$ cat src/rtl/if_fetch.sv
// if_fetch: instruction fetch stage.
// Keeps the fetch PC, runs a single-outstanding req/ack handshake to
// instruction memory, buffers returned words in a small prefetch FIFO and
// presents the FIFO head to the IF/ID register. Branches flush the FIFO and
// discard any fetch still in flight.

module if_fetch #(
  parameter logic [31:0] RESET_PC = 32'h0000_0000,
  parameter int          DEPTH    = 2
) (
  input  logic        clk,
  input  logic        rst,
  input  logic        stall,
  input  logic        branch_flag_i,
  input  logic [31:0] branch_target_i,
  output logic        rom_req,
  output logic [31:0] rom_addr,
  input  logic        rom_ack,
  input  logic [31:0] rom_data,
  output logic        if_valid,
  output logic [31:0] if_pc,
  output logic [31:0] if_inst
);

  localparam int PTR_W = (DEPTH > 1) ? $clog2(DEPTH) : 1;
  localparam int CNT_W = PTR_W + 1;
  localparam logic [CNT_W-1:0] DEPTH_C = CNT_W'(DEPTH);
  localparam logic [CNT_W-1:0] CNT_ONE = CNT_W'(1);
  localparam logic [PTR_W-1:0] PTR_ONE = PTR_W'(1);

  typedef enum logic [1:0] {
    ST_IDLE    = 2'd0,
    ST_WAIT    = 2'd1,
    ST_DISCARD = 2'd2
  } state_t;

  // Sequential state
  state_t            state_r;
  logic [31:0]       fetch_pc_r;
  logic              rom_req_r;
  logic [31:0]       rom_addr_r;
  logic [31:0]       pc_mem_r   [DEPTH];
  logic [31:0]       inst_mem_r [DEPTH];
  logic [PTR_W-1:0]  rd_ptr_r;
  logic [PTR_W-1:0]  wr_ptr_r;
  logic [CNT_W-1:0]  count_r;

  // Combinational next-state / control
  state_t            state_nxt_s;
  logic [31:0]       fetch_pc_nxt_s;
  logic              rom_req_nxt_s;
  logic [31:0]       rom_addr_nxt_s;
  logic              head_valid_s;
  logic              out_valid_s;
  logic              push_s;
  logic              pop_s;
  logic [CNT_W-1:0]  count_next_s;
  logic              can_issue_s;

  // FIFO handshake: head visibility, push of accepted words, pop by downstream
  always_comb begin
    head_valid_s = (count_r != {CNT_W{1'b0}});
    out_valid_s  = head_valid_s && !branch_flag_i;
    pop_s        = out_valid_s && !stall;
    // A word is kept only when it answers a live request and no redirect
    // is happening in the same cycle.
    push_s       = (state_r == ST_WAIT) && rom_ack && !branch_flag_i;
  end

  // Occupancy after this edge; a new request needs a guaranteed free slot
  always_comb begin
    count_next_s = count_r;
    if (branch_flag_i) begin
      count_next_s = {CNT_W{1'b0}};
    end else begin
      if (push_s) begin
        count_next_s = count_next_s + CNT_ONE;
      end else begin
        count_next_s = count_next_s;
      end
      if (pop_s) begin
        count_next_s = count_next_s - CNT_ONE;
      end else begin
        count_next_s = count_next_s;
      end
    end
    can_issue_s = (count_next_s < DEPTH_C);
  end

  // Fetch FSM: issue, wait for ack, or drain a request orphaned by a branch
  always_comb begin
    state_nxt_s    = state_r;
    fetch_pc_nxt_s = fetch_pc_r;
    rom_req_nxt_s  = rom_req_r;
    rom_addr_nxt_s = rom_addr_r;
    case (state_r)
      ST_IDLE: begin
        if (branch_flag_i) begin
          fetch_pc_nxt_s = branch_target_i;
          rom_req_nxt_s  = 1'b0;
          state_nxt_s    = ST_IDLE;
        end else if (can_issue_s) begin
          rom_req_nxt_s  = 1'b1;
          rom_addr_nxt_s = fetch_pc_r;
          fetch_pc_nxt_s = fetch_pc_r + 32'd4;
          state_nxt_s    = ST_WAIT;
        end else begin
          state_nxt_s    = ST_IDLE;
        end
      end
      ST_WAIT: begin
        if (branch_flag_i) begin
          fetch_pc_nxt_s = branch_target_i;
          if (rom_ack) begin
            rom_req_nxt_s = 1'b0;
            state_nxt_s   = ST_IDLE;
          end else begin
            // The request cannot be withdrawn; wait it out and drop the data.
            state_nxt_s   = ST_DISCARD;
          end
        end else if (rom_ack) begin
          if (can_issue_s) begin
            // Back-to-back reissue keeps a zero-wait memory at 1 word/cycle.
            rom_req_nxt_s  = 1'b1;
            rom_addr_nxt_s = fetch_pc_r;
            fetch_pc_nxt_s = fetch_pc_r + 32'd4;
            state_nxt_s    = ST_WAIT;
          end else begin
            rom_req_nxt_s  = 1'b0;
            state_nxt_s    = ST_IDLE;
          end
        end else begin
          state_nxt_s = ST_WAIT;
        end
      end
      ST_DISCARD: begin
        if (branch_flag_i) begin
          fetch_pc_nxt_s = branch_target_i;
        end else begin
          fetch_pc_nxt_s = fetch_pc_r;
        end
        if (rom_ack) begin
          rom_req_nxt_s = 1'b0;
          state_nxt_s   = ST_IDLE;
        end else begin
          state_nxt_s   = ST_DISCARD;
        end
      end
      default: begin
        fetch_pc_nxt_s = fetch_pc_r;
        rom_req_nxt_s  = 1'b0;
        state_nxt_s    = ST_IDLE;
      end
    endcase
  end

  // FSM, fetch PC and memory request registers
  always_ff @(posedge clk or negedge rst) begin
    if (!rst) begin
      state_r    <= ST_IDLE;
      fetch_pc_r <= RESET_PC;
      rom_req_r  <= 1'b0;
      rom_addr_r <= RESET_PC;
    end else begin
      state_r    <= state_nxt_s;
      fetch_pc_r <= fetch_pc_nxt_s;
      rom_req_r  <= rom_req_nxt_s;
      rom_addr_r <= rom_addr_nxt_s;
    end
  end

  // FIFO pointers and occupancy; a branch empties the queue at once
  always_ff @(posedge clk or negedge rst) begin
    if (!rst) begin
      rd_ptr_r <= {PTR_W{1'b0}};
      wr_ptr_r <= {PTR_W{1'b0}};
      count_r  <= {CNT_W{1'b0}};
    end else if (branch_flag_i) begin
      rd_ptr_r <= {PTR_W{1'b0}};
      wr_ptr_r <= {PTR_W{1'b0}};
      count_r  <= {CNT_W{1'b0}};
    end else begin
      if (push_s) begin
        wr_ptr_r <= wr_ptr_r + PTR_ONE;
      end
      if (pop_s) begin
        rd_ptr_r <= rd_ptr_r + PTR_ONE;
      end
      count_r <= count_next_s;
    end
  end

  // FIFO storage: the returned word tagged with the address that fetched it
  always_ff @(posedge clk or negedge rst) begin
    if (!rst) begin
      for (int i = 0; i < DEPTH; i++) begin
        pc_mem_r[i]   <= 32'h0000_0000;
        inst_mem_r[i] <= 32'h0000_0000;
      end
    end else if (push_s) begin
      pc_mem_r[wr_ptr_r]   <= rom_addr_r;
      inst_mem_r[wr_ptr_r] <= rom_data;
    end
  end

  // Present the FIFO head, or a zero PC / NOP bubble when nothing is valid
  always_comb begin
    if_valid = out_valid_s;
    if (out_valid_s) begin
      if_pc   = pc_mem_r[rd_ptr_r];
      if_inst = inst_mem_r[rd_ptr_r];
    end else begin
      if_pc   = 32'h0000_0000;
      if_inst = 32'h0000_0000;
    end
  end

  assign rom_req  = rom_req_r;
  assign rom_addr = rom_addr_r;

endmodule

$ cat config.mk
export PLATFORM = sky130hd
export DESIGN_NAME = if_fetch
export DESIGN_NICKNAME = d
export VERILOG_FILES = /design/src/rtl/if_fetch.sv
export SDC_FILE = /design/constraint.sdc
export NUM_CORES = 1
export LEC_CHECK = 0
export CAP_MARGIN = 20
export CORE_ASPECT_RATIO = 2
export CORE_MARGIN = 2
export CORE_UTILIZATION = 40
export CTS_CLUSTER_DIAMETER = 200
export DETAILED_ROUTE_END_ITERATION = 10
export GPL_ROUTABILITY_DRIVEN = 0
export GPL_TIMING_DRIVEN = 1
export PLACE_DENSITY = 0.67
export SYNTH_ARGS = -nofsm -noshare
export SYNTH_HDL_FRONTEND = slang
export SYNTH_SLANG_ARGS = --single-unit
$ cat constraint.sdc
create_clock -name clk -period 2.45 [get_ports clk]
set_clock_uncertainty 0.1 [all_clocks]
set_input_delay 0.49 -clock clk [delete_from_list [all_inputs] [get_ports clk]]
set_output_delay 0.49 -clock clk [all_outputs]
set_load 0.05 [all_outputs]
==> results of run 1 <==
[kinds of logic after synthesis]
family	count (synthesis)	synth area share
buffers and inverters	55	0.0298
xor gates and xnor gates	6	0.00642
adders and majority gates	2	0.00268
AOI/OAI and AO/OA	96	0.0696
DFF	199	0.533
muxes	228	0.267
and+or+nand+nor	178	0.0919
[state kept, by name, indices dropped and copies added (netlist names)]
name        flops
inst_mem_r     64
pc_mem_r       64
fetch_pc_r     32
rom_addr       32
count_r         2
state_r         2
rd_ptr_r        1
rom_req         1
wr_ptr_r        1
[layout make-up]
cell class                      count  area (um^2)  area share
Timing Repair Buffer              229         2910       0.215
Sequential cell                   199         4980       0.368
Clock buffer                       22          474      0.0350
Multi-Input combinational cell    511         4670       0.345
Tap cell                          283          354      0.0262
Inverter                            6         25.0     0.00185
Antenna cell                        1         2.50    0.000185
Clock inverter                     10          119     0.00878
[cell usage in the layout (no fill, tap or decap), types with 6 or more instances in the layout]
| cell | instances |
|---|---|
| a21oi_1 | 30 |
| a2bb2oi_1 | 7 |
| a31oi_1 | 6 |
| and3_1 | 6 |
| buf_12 | 50 |
| buf_4 | 35 |
| buf_6 | 23 |
| buf_8 | 12 |
| clkbuf_16 | 20 |
| clkdlybuf4s50_1 | 100 |
| dfrtp_1 | 198 |
| mux2_2 | 160 |
| mux2i_1 | 57 |
| mux2i_2 | 8 |
| nand2_1 | 26 |
| nand3_1 | 17 |
| nand4_1 | 9 |
| nor2_1 | 26 |
| nor2_4 | 65 |
| nor3_1 | 7 |
| o21ai_0 | 16 |
| o22a_1 | 10 |
| o22ai_1 | 8 |
[cell usage after synthesis, types with 5 or more instances]
library cell	count	share of area
dfrtp_1	199	0.53
mux2_2	160	0.19
nor2_1	91	0.037
mux2i_1	65	0.070
a21oi_1	30	0.016
nand2_1	27	0.011
buf_2	19	0.010
clkbuf_1	17	0.0068
nand3_1	17	0.0091
o21ai_0	16	0.0086
o22a_1	10	0.0094
nand4_1	9	0.0060
o22ai_1	8	0.0054
a2bb2oi_1	7	0.0066
nor3_1	7	0.0037
a31oi_1	6	0.0040
and3_1	6	0.0040
inv_1	6	0.0024
buf_1	5	0.0020
buf_6	5	0.0060
[per-layer routing]
metal	wire length [um]	vias to the layer above	global-route usage
met1	8720	3452	0.215
met4	564	0	0.0699
met2	13800	159	0.368
li1	-	3151	-
met5	0	-	0
met3	898	34	0.0381
[worst max path at each step]
| stage | startpoint | end | slack [ns] | cells after the start |
|---|---|---|---|---|
| after floorplan | count_r[0] | if_inst[13] | -0.15 | 6 |
| after global placement | stall | fetch_pc_r[4] | -0.27 | 9 |
| after detailed placement | stall | fetch_pc_r[29] | -0.34 | 8 |
| after CTS | count_r[0] | if_pc[5] | -0.09 | 6 |
| after global routing | count_r[0] | if_pc[26] | -0.11 | 6 |
| final | count_r[0] | if_pc[26] | -0.04 | 6 |
[where the power goes]
| group | switching [uW] | internal, uW | leakage [uW] |
|---|---|---|---|
| Sequential | 1080 | 4700 | 0.00241 |
| Combinational | 3730 | 3160 | 0.00279 |
| Clock | 1220 | 1590 | 0.000283 |
[per-stage QoR]
| step | TNS [ns] | setup slack, ns | area (um^2) |
|---|---|---|---|
| after floorplan | -6.44 | -0.152 | 9550 |
| after global placement | -28.10 | -0.269 | 12100 |
| after detailed placement | -31.22 | -0.339 | 12100 |
| after CTS | -1.87 | -0.0850 | 13200 |
| after global routing | -3.22 | -0.114 | 13500 |
| final | -0.356 | -0.0411 | 13500 |
[worst max-delay path, delay by kind of cell (launching register included)]
family / cells / cell delay (ns)
fa+ha+maj: 1 / 0.16
buf+inv: 3 / 0.44
flops: 1 / 0.37
simple gates: 2 / 0.48
[timing repair]
item / in CTS / in global routing
buffers inserted: 10 / 1
gates cloned: 2 / 4
hold buffers: 1 / 0
endpoints found under the hold margin: 59 / 0
pin swaps: 2 / 40
gates resized for setup: 81 / 50
setup endpoints to repair: 65 / 86
==> impl_metrics.csv, run 1 <==
group,metric,value,unit
outcome,status,"complete, but fails checks",
outcome,failed_checks,"setup timing",
timing,whs,0.406,ns
clocking,cts.sinks,199,
clocking,cts-root-buf,"clkbuf_16",
floorplanning,initial_core_util,0.404,
power_and_ir_drop,power_leakage,0.00549,uW
yosys,netlist-cell-type-count,55,
setup_path,startpoint_type,"flip-flop",
floorplanning,die_h,220,um
timing,setup-violations-final,17,
setup_path,cp_cell_sequence,"inv_2 -> ha_4 -> or2_4 -> clkbuf_16 -> nor2_4 -> buf_12",
clocking,tritoncts,"yes",
detailed_routing,wl,23900,um
final_layout,finalNetCount,1035,
yosys,netlist_instances,764,
setup_path,slowest_stage,"dfrtp_1",
detailed_routing,vias,6796,
grt,grtUsageTotal,0.195,
power_and_ir_drop,ir_drop,0.590,mV
placed_design,port_buffers,166,
placed_design,hpwlAfterDp,16500,um
timing,setup_slack,-0.0411,ns
clocking,cts_made_buffers,17,
clocking,insertion_delay,0.44,ns
timing,fmax,0.401,GHz
detailed_routing,dr.pass1.iters,4,
min_path,min_to,"inst_mem_r[57]",
final_layout,post_route_cells_drive_above_1_share,0.422,
yosys,avgSynthCellArea,12.2,um^2
timing,tightest_slew,0.601,ns
final_layout,area_growth,44.8,%
floorplanning,core_area,0.0231,mm^2
grt,grt_max_degree,67,
yosys,synth-seq-cells,199,
setup_path,worst-setup-path-type,"reg2out",
setup_path,reg2reg_depth,9,
detailed_routing,drt_iter0_drc,268,
final_layout,utilization,0.585,
timing,finalCritPeriodShare,1.02,
min_path,hp-class,"reg2reg",
yosys,yosys_warnings,0,
timing,slew_headroom,0.599,
yosys,synthFlopType,"dfrtp_1",
job,max_cap_violations,0,
yosys,synth_edf_count,0,
grt,grt_pass1_vias,7015,
floorplanning,std_cell_rows,79,
power_and_ir_drop,p_per_area,1140,mW/mm^2
clocking,clock_path_buffers,2,
min_path,min_path_cells,1,
setup_path,r2r-start,"count_r[0]",
setup_path,max_stage_delay,0.37,ns
clocking,clk_pin_slew_worst_paths,0.07,ns
floorplanning,dieArea,0.0247,mm^2
detailed_routing,routedWlPerCell,19.0,um
yosys,ys_seq_area_frac,0.533,
clocking,h-tree-depth,4,
timing,drv_slew,0,
setup_path,r2r-end,"rom_addr[6]",
yosys,async_flop_share,1.00,
timing,layout_min_cycle_time,2.49,ns
detailed_routing,vias_per_cell,5.39,
setup_path,critPathArrivalTime,1.90,ns
min_path,holdCritStartpoint,"inst_mem_r[57]",
yosys,synth_area,0.00935,mm^2
setup_path,ff2ff_setup_slack,0.10,ns
detailed_routing,ant_nets,0,
floorplanning,dieWidth,112,um
power_and_ir_drop,finalPower,15500,uW
grt,grt_pass1_wl,37600,um
placed_design,numPlacedInstances,1210,
final_layout,stdcell_count,1261,
timing,rsz0062_at_grt,"yes",
setup_path,crit_fanout,9,
final_layout,nFillCells,1927,
detailed_routing,drc,0,
timing,hold_viol_final,0,
grt,antenna_found_initial,0,
setup_path,critPathCaptureType,"output pin",
yosys,synth_fp_nets,835,
floorplanning,pin_count,167,
setup_path,cp.required,1.86,ns
grt,gr-total-overflow,0,
No activity file was read; power rests on OpenSTA's default activity.
==> run 2, diff against run 1 <==
--- a/config.mk
+++ b/config.mk
@@ -14,6 +14,7 @@
 export GPL_ROUTABILITY_DRIVEN = 0
 export GPL_TIMING_DRIVEN = 1
 export PLACE_DENSITY = 0.67
+export REMOVE_ABC_BUFFERS = 1
 export SYNTH_ARGS = -nofsm -noshare
 export SYNTH_HDL_FRONTEND = slang
 export SYNTH_SLANG_ARGS = --single-unit
==> run 2 against run 1 <==
The flow still finishes with violations (setup timing). Hold slack lost 0.048 ns. Count of clock-buffer cells in the layout shrank 2. Combinational power shrank 3%. Non-clock buffer count shrank 3. Fmax grew 0.16%. Core utilization shrank 1.7 points. Die area is the same. Via count shrank 0.71%. Sequential cell count is the same.
==> impl_metrics.csv, run 2 (synthesis gave the netlist of run 1 again) <==
group,metric,value,unit
timing,slew_headroom,0.620,
clocking,cts_made_buffers,17,
setup_path,ff2ff_setup_slack,0.10,ns
final_layout,stdcell_area,0.0131,mm^2
setup_path,crit_fanout,8,
floorplanning,dieWidth,112,um
setup_path,worst-setup-path-type,"reg2out",
grt,grt_pass1_wl,36500,um
power_and_ir_drop,p_per_area,1170,mW/mm^2
clocking,clk_pin_slew_worst_paths,0.07,ns
power_and_ir_drop,pwr-share-seq,0.375,
floorplanning,pin_count,167,
detailed_routing,dr.pass1.iters,5,
final_layout,area_growth,40.5,%
setup_path,max_stage_delay,0.36,ns
final_layout,multi_input_area,0.00456,mm^2
final_layout,nFillCells,1940,
detailed_routing,vias_per_cell,5.36,
power_and_ir_drop,internal_power,9340,uW
timing,layout_min_cycle_time,2.49,ns
timing,drv_slew,0,
final_layout,final_cell_mix,"198 x dfrtp_1, 160 x mux2_2, 99 x clkdlybuf4s50_1",
setup_path,slowest_stage,"dfrtp_1",
detailed_routing,drc,0,
setup_path,reg2reg_depth,9,
setup_path,r2r-end,"rom_addr[25]",
final_layout,finalNetCount,1032,
clocking,insertion_delay,0.44,ns
grt,top_usage_layer,"met2",
grt,gr-total-overflow,0,
floorplanning,std_cell_rows,79,
final_layout,final_common_cell,"dfrtp_1",
floorplanning,dieArea,0.0247,mm^2
timing,setup_slack,-0.0371,ns
detailed_routing,vias,6748,
setup_path,critPathCaptureType,"output pin",
power_and_ir_drop,p_switching,5960,uW
grt,grt_use_met2,0.362,
outcome,status,"complete, but fails checks",
setup_path,startpoint_type,"flip-flop",
placed_design,dpl_cell_area,0.0115,mm^2
grt,grt_max_degree,94,
timing,hold_viol_final,0,
power_and_ir_drop,power.share.clock,0.189,
timing,setup-violations-final,5,
detailed_routing,wl,24500,um
placed_design,port_buffers,166,
clocking,clock_path_buffers,2,
power_and_ir_drop,power.share.combinational,0.436,
detailed_routing,ant_nets,0,
power_and_ir_drop,finalPower,15300,uW
setup_path,critPathArrivalTime,1.90,ns
floorplanning,initial_core_util,0.404,
floorplanning,die_h,220,um
grt,grt_pass1_vias,6735,
job,max_cap_violations,0,
grt,met1_usage,0.211,
detailed_routing,routedWlPerCell,19.5,um
timing,fmax,0.402,GHz
outcome,failed_checks,"setup timing",
clocking,tritoncts,"yes",
detailed_routing,drt_iter0_drc,295,
grt,antenna_found_initial,2,
final_layout,register_area,0.00498,mm^2
timing,whs,0.357,ns
power_and_ir_drop,ir_drop,0.532,mV
floorplanning,core_area,0.0231,mm^2
clocking,h-tree-depth,4,
timing,tightest_slew,0.568,ns
clocking,cts.sinks,199,
clocking,cts-root-buf,"clkbuf_16",
final_layout,utilization,0.568,
final_layout,post_route_cells_drive_above_1_share,0.410,
min_path,hp-class,"in2async",
final_layout,reg_top3,"inst_mem_r (64), pc_mem_r (64)",
grt,grtUsageTotal,0.192,
timing,rsz0062_at_grt,"yes",
setup_path,cp.required,1.86,ns
setup_path,cp_cell_sequence,"inv_2 -> ha_4 -> or2_4 -> clkbuf_16 -> nor2_1 -> buf_6",
power_and_ir_drop,power_leakage,0.00541,uW
timing,finalCritPeriodShare,1.02,
power_and_ir_drop,switching_share,0.390,
setup_path,r2r-start,"count_r[0]",
placed_design,hpwlAfterDp,16100,um
grt,grtUsageMet3,0.0367,
[run 2: changes by cell type in the layout (fill, tap and decap cells not counted), moves of 3 or more]
cell,change
clkinv_2,+3
nor2_1,+4
nor2_2,+7
buf_6,+21
buf_8,+13
mux2i_2,-5
nor2_4,-11
mux2i_1,+5
buf_12,-37
[run 2: power groups by stage]
stage / logic, uW / registers [uW] / clock network, uW
2_1_floorplan: 3040 / 6470 / 0
3_3_place_gp: 5680 / 5730 / 0
3_5_place_dp: 5770 / 5790 / 0
4_1_cts: 6220 / 5730 / 2990
5_1_grt: 7040 / 5940 / 3110
6_report: 6680 / 5730 / 2890
[run 2: worst max-delay path, delay by kind of cell, from the launching register on]
| family | cells | cell delay, ns |
|---|---|---|
| and+or+nand+nor | 2 | 0.47 |
| buffers and inverters | 3 | 0.45 |
| DFF | 1 | 0.36 |
| adders and majority gates | 1 | 0.18 |
[run 2: how the worst max path moves through the flow]
stage                             start              to  slack, ns  depth (start not counted)
after floorplan           branch_flag_i  inst_mem_r[32]      -2.04                          4
after global placement    branch_flag_i  fetch_pc_r[11]      -0.26                          9
after detailed placement  branch_flag_i  fetch_pc_r[11]      -0.30                          9
after CTS                    count_r[0]       if_pc[31]      -0.11                          6
after global routing         count_r[1]        if_pc[3]      -0.10                          6
final                        count_r[0]        if_pc[3]      -0.04                          6
[run 2: stage by stage]
stage          std cells  setup WS [ns]  TNS (ns)
5_1_grt             1259         -0.104     -2.39
3_5_place_dp        1209         -0.297    -33.98
3_3_place_gp        1209         -0.261    -27.59
2_1_floorplan        715          -2.04   -253.51
4_1_cts             1246         -0.106     -4.34
6_report            1259        -0.0371    -0.123
[run 2: cell type report]
| cell class | count | share of cell area |
|---|---|---|
| clock buffer | 20 | 0.0348 |
| timing repair buffer | 226 | 0.198 |
| clock inverter | 12 | 0.0113 |
| tap | 283 | 0.0270 |
| multi-input combinational | 511 | 0.347 |
| inverter | 6 | 0.00171 |
| antenna | 2 | 0.000381 |
| sequential | 199 | 0.379 |
[run 2: what timing repair did]
| item | CTS | global route |
|---|---|---|
| pin swaps | 18 | 36 |
| hold endpoints to repair | 14 | 0 |
| setup buffers | 2 | 5 |
| gates resized for setup | 121 | 97 |
| endpoints found under the setup margin | 65 | 65 |
| cloned | 2 | 6 |
| hold buffers | 1 | 0 |
[run 2: metal layers]
layer	wire length (um)	vias up
met1	9160	3460
met2	14200	114
met3	567	21
li1	-	3153
met5	0	-
met4	598	0
